$ cat config.mk
export PLATFORM = sky130hd
export DESIGN_NAME = ov7670_vga_reader
export DESIGN_NICKNAME = d
export VERILOG_FILES = /design/src/rtl/ov7670_vga_reader.sv
export SDC_FILE = /design/constraint.sdc
export NUM_CORES = 1
export LEC_CHECK = 0
export BUFFER_PORTS_ARGS = -buffer_cell sky130_fd_sc_hd__buf_4
export CAP_MARGIN = 20
export CORE_ASPECT_RATIO = 1.25
export CORE_MARGIN = 4
export CORE_UTILIZATION = 52
export CTS_BUF_LIST = sky130_fd_sc_hd__clkbuf_2
export DETAILED_ROUTE_END_ITERATION = 8
export HOLD_SLACK_MARGIN = 0.15
export PLACE_DENSITY_LB_ADDON = 0.25
export SYNTH_ARGS = -nofsm -noshare
export SYNTH_HDL_FRONTEND = slang
export SYNTH_SLANG_ARGS = --single-unit
export TNS_END_PERCENT = 50
$ cat constraint.sdc
create_clock -name Clock -period 4 [get_ports Clock]
set_input_delay 0 -clock Clock [delete_from_list [all_inputs] [get_ports Clock]]
set_output_delay 0 -clock Clock [all_outputs]
set_load 0.1 [all_outputs]
$ cat src/rtl/ov7670_vga_reader.sv
// Display-side reader for the 1-bit OV7670 frame buffer: 640x480@60 VGA timing, raster read, mono RGB.
// Optional 1-pixel white frame border when OV7670_VGA_BORDER_EN is defined.
module ov7670_vga_reader #(
   parameter int ADDR_W   = 19,
   parameter int H_ACTIVE = 640,
   parameter int H_FP     = 16,
   parameter int H_SYNC   = 96,
   parameter int H_BP     = 48,
   parameter int V_ACTIVE = 480,
   parameter int V_FP     = 10,
   parameter int V_SYNC   = 2,
   parameter int V_BP     = 33
) (
   input  logic              Clock,
   input  logic              Reset,
   input  logic              Enable,
   output logic [ADDR_W-1:0] ReadAddr,
   input  logic              RamData,
   output logic              HSync,
   output logic              VSync,
   output logic [3:0]        VgaR,
   output logic [3:0]        VgaG,
   output logic [3:0]        VgaB,
   output logic              FrameStart
);

   localparam int H_TOTAL = H_ACTIVE + H_FP + H_SYNC + H_BP;
   localparam int V_TOTAL = V_ACTIVE + V_FP + V_SYNC + V_BP;
   localparam int H_W     = $clog2(H_TOTAL);
   localparam int V_W     = $clog2(V_TOTAL);

   localparam logic [H_W-1:0] H_LAST     = H_W'(H_TOTAL - 1);
   localparam logic [H_W-1:0] H_ACT      = H_W'(H_ACTIVE);
   localparam logic [H_W-1:0] H_SYNC_ON  = H_W'(H_ACTIVE + H_FP);
   localparam logic [H_W-1:0] H_SYNC_OFF = H_W'(H_ACTIVE + H_FP + H_SYNC - 1);
   localparam logic [V_W-1:0] V_LAST     = V_W'(V_TOTAL - 1);
   localparam logic [V_W-1:0] V_ACT      = V_W'(V_ACTIVE);
   localparam logic [V_W-1:0] V_SYNC_ON  = V_W'(V_ACTIVE + V_FP);
   localparam logic [V_W-1:0] V_SYNC_OFF = V_W'(V_ACTIVE + V_FP + V_SYNC - 1);
`ifdef OV7670_VGA_BORDER_EN
   localparam logic [H_W-1:0] H_ACT_LAST = H_W'(H_ACTIVE - 1);
   localparam logic [V_W-1:0] V_ACT_LAST = V_W'(V_ACTIVE - 1);
`endif

   logic [H_W-1:0] h_count;
   logic [H_W-1:0] h_next;
   logic [V_W-1:0] v_count;
   logic [V_W-1:0] v_next;
   logic           cur_active;
   logic           next_active;
   logic           next_origin;
   logic           hsync_area;
   logic           vsync_area;
   logic           pixel;

   always_comb begin
      h_next = h_count + 1'b1;
      v_next = v_count;
      if (h_count == H_LAST) begin
         h_next = '0;
         v_next = (v_count == V_LAST) ? '0 : v_count + 1'b1;
      end
      next_active = (h_next < H_ACT) && (v_next < V_ACT);
      next_origin = (h_next == '0) && (v_next == '0);
      cur_active  = (h_count < H_ACT) && (v_count < V_ACT);
      hsync_area  = (h_count >= H_SYNC_ON) && (h_count <= H_SYNC_OFF);
      vsync_area  = (v_count >= V_SYNC_ON) && (v_count <= V_SYNC_OFF);
      pixel       = RamData;
`ifdef OV7670_VGA_BORDER_EN
      if ((h_count == '0) || (h_count == H_ACT_LAST) ||
          (v_count == '0) || (v_count == V_ACT_LAST)) begin
         pixel = 1'b1;
      end
`endif
   end

   // RamData already reflects ReadAddr of the current position, so outputs
   // registered here describe the position being left: one tick of lag.
   always_ff @(posedge Clock or posedge Reset) begin
      if (Reset) begin
         h_count    <= '0;
         v_count    <= '0;
         ReadAddr   <= '0;
         HSync      <= 1'b1;
         VSync      <= 1'b1;
         VgaR       <= 4'h0;
         VgaG       <= 4'h0;
         VgaB       <= 4'h0;
         FrameStart <= 1'b0;
      end else begin
         FrameStart <= 1'b0;
         if (Enable) begin
            h_count <= h_next;
            v_count <= v_next;
            if (next_origin) begin
               ReadAddr <= '0;
            end else if (next_active) begin
               ReadAddr <= ReadAddr + 1'b1;
            end
            HSync      <= ~hsync_area;
            VSync      <= ~vsync_area;
            VgaR       <= cur_active ? {4{pixel}} : 4'h0;
            VgaG       <= cur_active ? {4{pixel}} : 4'h0;
            VgaB       <= cur_active ? {4{pixel}} : 4'h0;
            FrameStart <= next_origin;
         end
      end
   end

endmodule
# Word level (Yosys, flattened, before mapping)

Cells that the tools add are included.
Widths: inputs -> output; s select.

Register bits after elaboration: 46
Input port bits: 4
Output and inout port bits: 34

Add/subtract/negate cells: 3
$lt $le $gt $ge: 8
Equality and inequality tests: 2
Muxes and demuxes: 7
Bitwise gates (word level): 2
Reductions and logical operators: 9

Operators by type and width:

| kind                  | number |
|---|---|
| $mux 19               | 2 |
| $mux 10               | 3 |
| $add 10x1->10 const B | 2 |
| $eq 10x10->1 const B  | 2 |
| $logic_not 10->1      | 2 |
| $lt 10x10->1 const B  | 2 |
| $lt 10x9->1 const B   | 2 |
| $add 19x1->19 const B | 1 |
| $ge 10x10->1 const B  | 1 |
| $ge 10x9->1 const B   | 1 |
| $le 10x10->1 const B  | 1 |
| $le 10x9->1 const B   | 1 |
| $logic_and 1x1->1     | 5 |
| $mux 4                | 1 |
| $not 1->1             | 2 |
| $reduce_and 2->1      | 1 |
| $reduce_bool 2->1     | 1 |
| $mux 1                | 1 |

# Depth between registers and ports, before layout

Depth in word-level cells: 7
Depth in mapped cells: 10
Mapped depth without buffers: 9

# Worst setup path after synthesis

OpenSTA, ideal clock, no wires.

Kind: reg2reg
Start point: reg ReadAddr[0]
End point: reg ReadAddr[17]
Setup time: 0.165 ns
Arrival time: 2.490 ns
Setup slack: 1.345 ns
Stages on the path, launching flop included: 8
Path buffers: 0
Clock period less this slack: 2.655 ns
Cells stage by stage: dfrtp_1 -> nand4_1 -> nor3_1 -> and4_1 -> nand3_1 -> or2_2 -> nand3_1 -> o311ai_2

Cells in the longest elaborated chain, start to end: 3

Ends and longest elaborated chain:

| element                | RTL line | text |
|---|---|---|
| from (decl)            | 17       | `output logic [ADDR_W-1:0] ReadAddr,` |
| from (signal assigned) | 98       | `ReadAddr <= ReadAddr + 1'b1;` |
| $add 19x1->19          | 98       |  |
| $mux 19                | 97       | `end else if (next_active) begin` |
| $mux 19                | 95       | `if (next_origin) begin` |

Every way passes these cells. The select of a mux whose other input is x is not followed.
A chain may end at the register's enable or synchronous reset.

# Worst setup path in the final report

Start point: reg h_count[0]
End point: reg ReadAddr[8]

Cells in the longest elaborated chain, start to end: 6
Elaborated cells between the ends (all ways): 13
Those cells by class: add/sub (1); order compare (2); eq/ne (1); mux (3); reduce/logical (6)

Ends and longest elaborated chain:

| element                                       | RTL line | text |
|---|---|---|
| from (decl)                                   | 45       | `logic [H_W-1:0] h_count;` |
| from (signal assigned)                        | 93       | `h_count <= h_next;` |
| $add 10x1->10 or $eq 10x10->1 (tied branches) | 57, 59   |  |
| $mux 10                                       | 59       | `if (h_count == H_LAST) begin` |
| $lt 10x10->1 (tied with other cells)          | 63       | `next_active = (h_next < H_ACT) && (v_next < V_ACT);` |
| $logic_and 1x1->1 (on tied branches)          | 63, 64   |  |
| $reduce_bool 2->1 (no source line)            | -        |  |
| $reduce_and 2->1 (no source line)             | -        |  |

Parallel ways exist; a longest one is shown, timed or not.

==> metrics.md <==
| Metric | Value |
|---|---|
| Core area | `a little under 6000 µm²` |
| Post-synth EDFFs | `0` |
| Maxcap violations | `0` |
| Initial Util | `53.2%` |
| Global Route Usage Sum | `19.4%` |
| CP arrival | `3.54 ns` |
| Final hold viol count | `0` |
| Post-cts resize count | `0` |
| Worst-skew pair later-pin latency | `around 0.42 ns` |
| Status | `finished clean` |
| First-pass GRT wire length | `roughly 11000 µm` |
| Post-synth cell types | `68` |
| Leak pwr | `1.34 nW` |
| Area leader, netlist | `dfrtp_1` |
| Area grow syn2layout | `9.04%` |
| Post-Syn Area | `3070 µm²` |
| Post-DP HPWL | `4770 µm` |
| Yosys reg bits | `43` |
| Die area | `7210 µm²` |
| Post-DRT Antenna Nets | `0` |
| Largest net degree at the start of global routing | `44` |
| Final period utilization | `80.2%` |
| Drt first pass iters | `4` |
| DR WL/cell | `approximately 16 µm` |
| Drt via density | `6.19` |
| Ant diodes | `0` |
| Final Max Tran Viols | `0` |
| Top_reg_cell synth | `dfrtp_1` |
| Largest cells by area after synthesis | `dfrtp_1 33%, nand3_1 5.0%, nand2_1 4.0%` |
| Clock Path Buffers | `2` |
| Number of buffers created by CTS | `5` |
| Required time worst endpoint | `4.33 ns` |
| Pwr dens | `just under 500 nW/µm²` |
| Multi-input gate area | `1750 µm²` |
| Row count | `31` |
| Fraction of layout cells with a size suffix above 1 | `21.5%` |
| # DRC | `0` |
| Final Critical Period | `3.21 ns` |
| Vias in the first global route | `approximately 2400` |
| Iteration-0 DRC Markers | `~160` |
| Final net count | `363` |
| Sequential area share after synthesis | `35.1%` |
| Startpoint types | `register` |
| Async SR Flop Fraction | `between 90% and 100%` |
| Port Buf Inserts | `37` |
| Top-level port count | `38` |
| Register Area | `roughly 1100 µm²` |
| Post-Route WL | `6650 µm` |
| H-Tree Depth | `2` |
| Final TNS setup | `0 ns` |
| Final setup viols | `0` |
| # Post-CTS Setup Buffers | `0` |
| Worst hold slack | `approximately 0.23 ns` |
| Syn Inst Count | `between 300 and 400` |
| Slowest cell delay on critical path | `0.51 ns` |
| Avg Cell Area, Syn | `9.12 µm²` |
| Kind of critical path | `register to register` |
| CTS sink count | `43` |
| CP max FO | `26` |
| Top cell type's share of synthesized area | `33.4%` |
| RSZ-0062 raised after global routing | `no` |
| Reg clk slew, reported paths | `0.22 ns` |
| HP Class | `input pin to asynchronous set/reset pin` |
| Ys Warns | `0` |
| Die Ht | `~94 µm` |
| CTS tree | `built` |
| Slew @ Worst Pin | `0.689 ns` |
| Worst setup EP type | `register` |
| Filler cells | `around 500` |
| Slew margin rel. | `54.0%` |
| Initial antenna violation count | `0` |
| Routed vias | `2599` |
| Final Skew | `a little under 0.02 ns` |
| Post-Syn Nets | `about 350` |
| Clk root buf | `clkbuf_2` |
| Post-CTS Hold Fix Bufs | `3` |
| Cell mode on critical path | `a221o_1` |
| CP Cell Sequence | `ha_1 -> nand3_1 -> nor3_4 -> a221o_1 -> and4_1 -> nand4_2 -> and3_1 -> a221o_1` |
| Routability cong. | `0.892` |
| Maximum vdd ir drop | `0.239 mV` |
| Chip Width | `76.8 µm` |
| Slowest CP cell | `nor3_4` |
| Grt total ovfl | `0` |
| Fmax | `0.312 GHz` |
worst paths after layout:
path / endpoint / slack (ns) / start / cells after the start
max: ReadAddr[8] / 0.79 / h_count[0] / 8
max in group asynchronous: v_count[4] / 3.39 / Reset / 4
min: ReadAddr[17] / 0.23 / Reset / 4
min reg2reg: VSync / 0.51 / VSync / 2
min in group Clock: VSync / 0.44 / Enable / 3
max reg2reg: ReadAddr[8] / 0.79 / h_count[0] / 8
synth_stat cells (6+ instances only):
| cell | n |
|---|---|
| a31oi_1 | 6 |
| inv_1 | 10 |
| ha_1 | 6 |
| and2_1 | 6 |
| buf_2 | 9 |
| nand2_1 | 33 |
| nor3_1 | 9 |
| nor2_1 | 16 |
| xnor2_1 | 9 |
| nand4_1 | 14 |
| o21ai_0 | 19 |
| buf_4 | 15 |
| and3_1 | 10 |
| dfrtp_1 | 41 |
| nand3_1 | 31 |
worst max-delay path, delay by kind of cell, from the launching register on:
family          cells  cell delay [ns]
flops               1             0.48
simple gates        5             1.82
fa+ha+maj           1             0.29
compound gates      2             0.53
metrics by stage:
| stage | util [%] | power [mW] | worst slack, ns | cell area (µm²) | instances |
|---|---|---|---|---|---|
| after floorplan | - | 1.23 | 1.34 | 3070 | 337 |
| after global placement | 55.9 | 1.32 | 0.969 | 3230 | 409 |
| after detailed placement | 55.9 | 1.33 | 0.841 | 3230 | 409 |
| after CTS | 58.0 | 1.65 | 0.800 | 3350 | 420 |
| after global routing | 58.0 | 1.75 | 0.506 | 3350 | 420 |
| final | 58.0 | 1.64 | 0.790 | 3350 | 420 |
area by class of cell:
type | instances | share of cell area, %
multi-input combinational | 252 | 52.1
sequential | 43 | 32.2
clock buffer | 6 | 0.896
tap | 66 | 2.46
inverter | 10 | 1.12
timing repair buffer | 41 | 9.41
clock inverter | 2 | 1.79
logic make-up (layout without fill, tap and decap cells):
logic type | count (synthesis) | in the layout | share of synthesized area [%]
flops | 43 | 43 | 35.1
fa+ha+maj | 6 | 6 | 2.44
buf+inv | 42 | 59 | 8.06
compound gates | 70 | 70 | 18.5
simple gates | 159 | 159 | 30.8
mux | 4 | 4 | 1.38
xor+xnor | 13 | 13 | 3.71
flip-flops by register name (all words and copies together) (netlist names):
| signal | flops |
|---|---|
| FrameStart | 1 |
| v_count | 10 |
| h_count | 10 |
| HSync | 1 |
| VSync | 1 |
| ReadAddr | 19 |
| VgaB | 1 |
metal layers:
layer  track usage, %  wire (µm)
met5                0          0
met4             7.70        115
met3             3.26        292
met2             34.0       3440
met1             23.6       2800
report_power, final:
group / internal (mW) / switching (mW) / total [mW]
clock network: 0.171 / 0.146 / 0.317
registers: 0.490 / 0.110 / 0.600
logic: 0.203 / 0.519 / 0.722
cells in the final DEF, fill, tap and decap left out, types with 5 or more instances in the layout:
| cell type | instances |
|---|---|
| inv_1 | 9 |
| nor3_1 | 9 |
| o21ai_0 | 19 |
| and3_1 | 10 |
| a21oi_1 | 5 |
| buf_4 | 38 |
| dfrtp_1 | 41 |
| nor2_1 | 16 |
| nand2_1 | 33 |
| xnor2_1 | 9 |
| nand4_1 | 14 |
| a31oi_1 | 6 |
| ha_1 | 6 |
| and2_1 | 6 |
| nand3_1 | 31 |
| clkbuf_2 | 6 |
No activity file was read; power rests on OpenSTA's default activity.
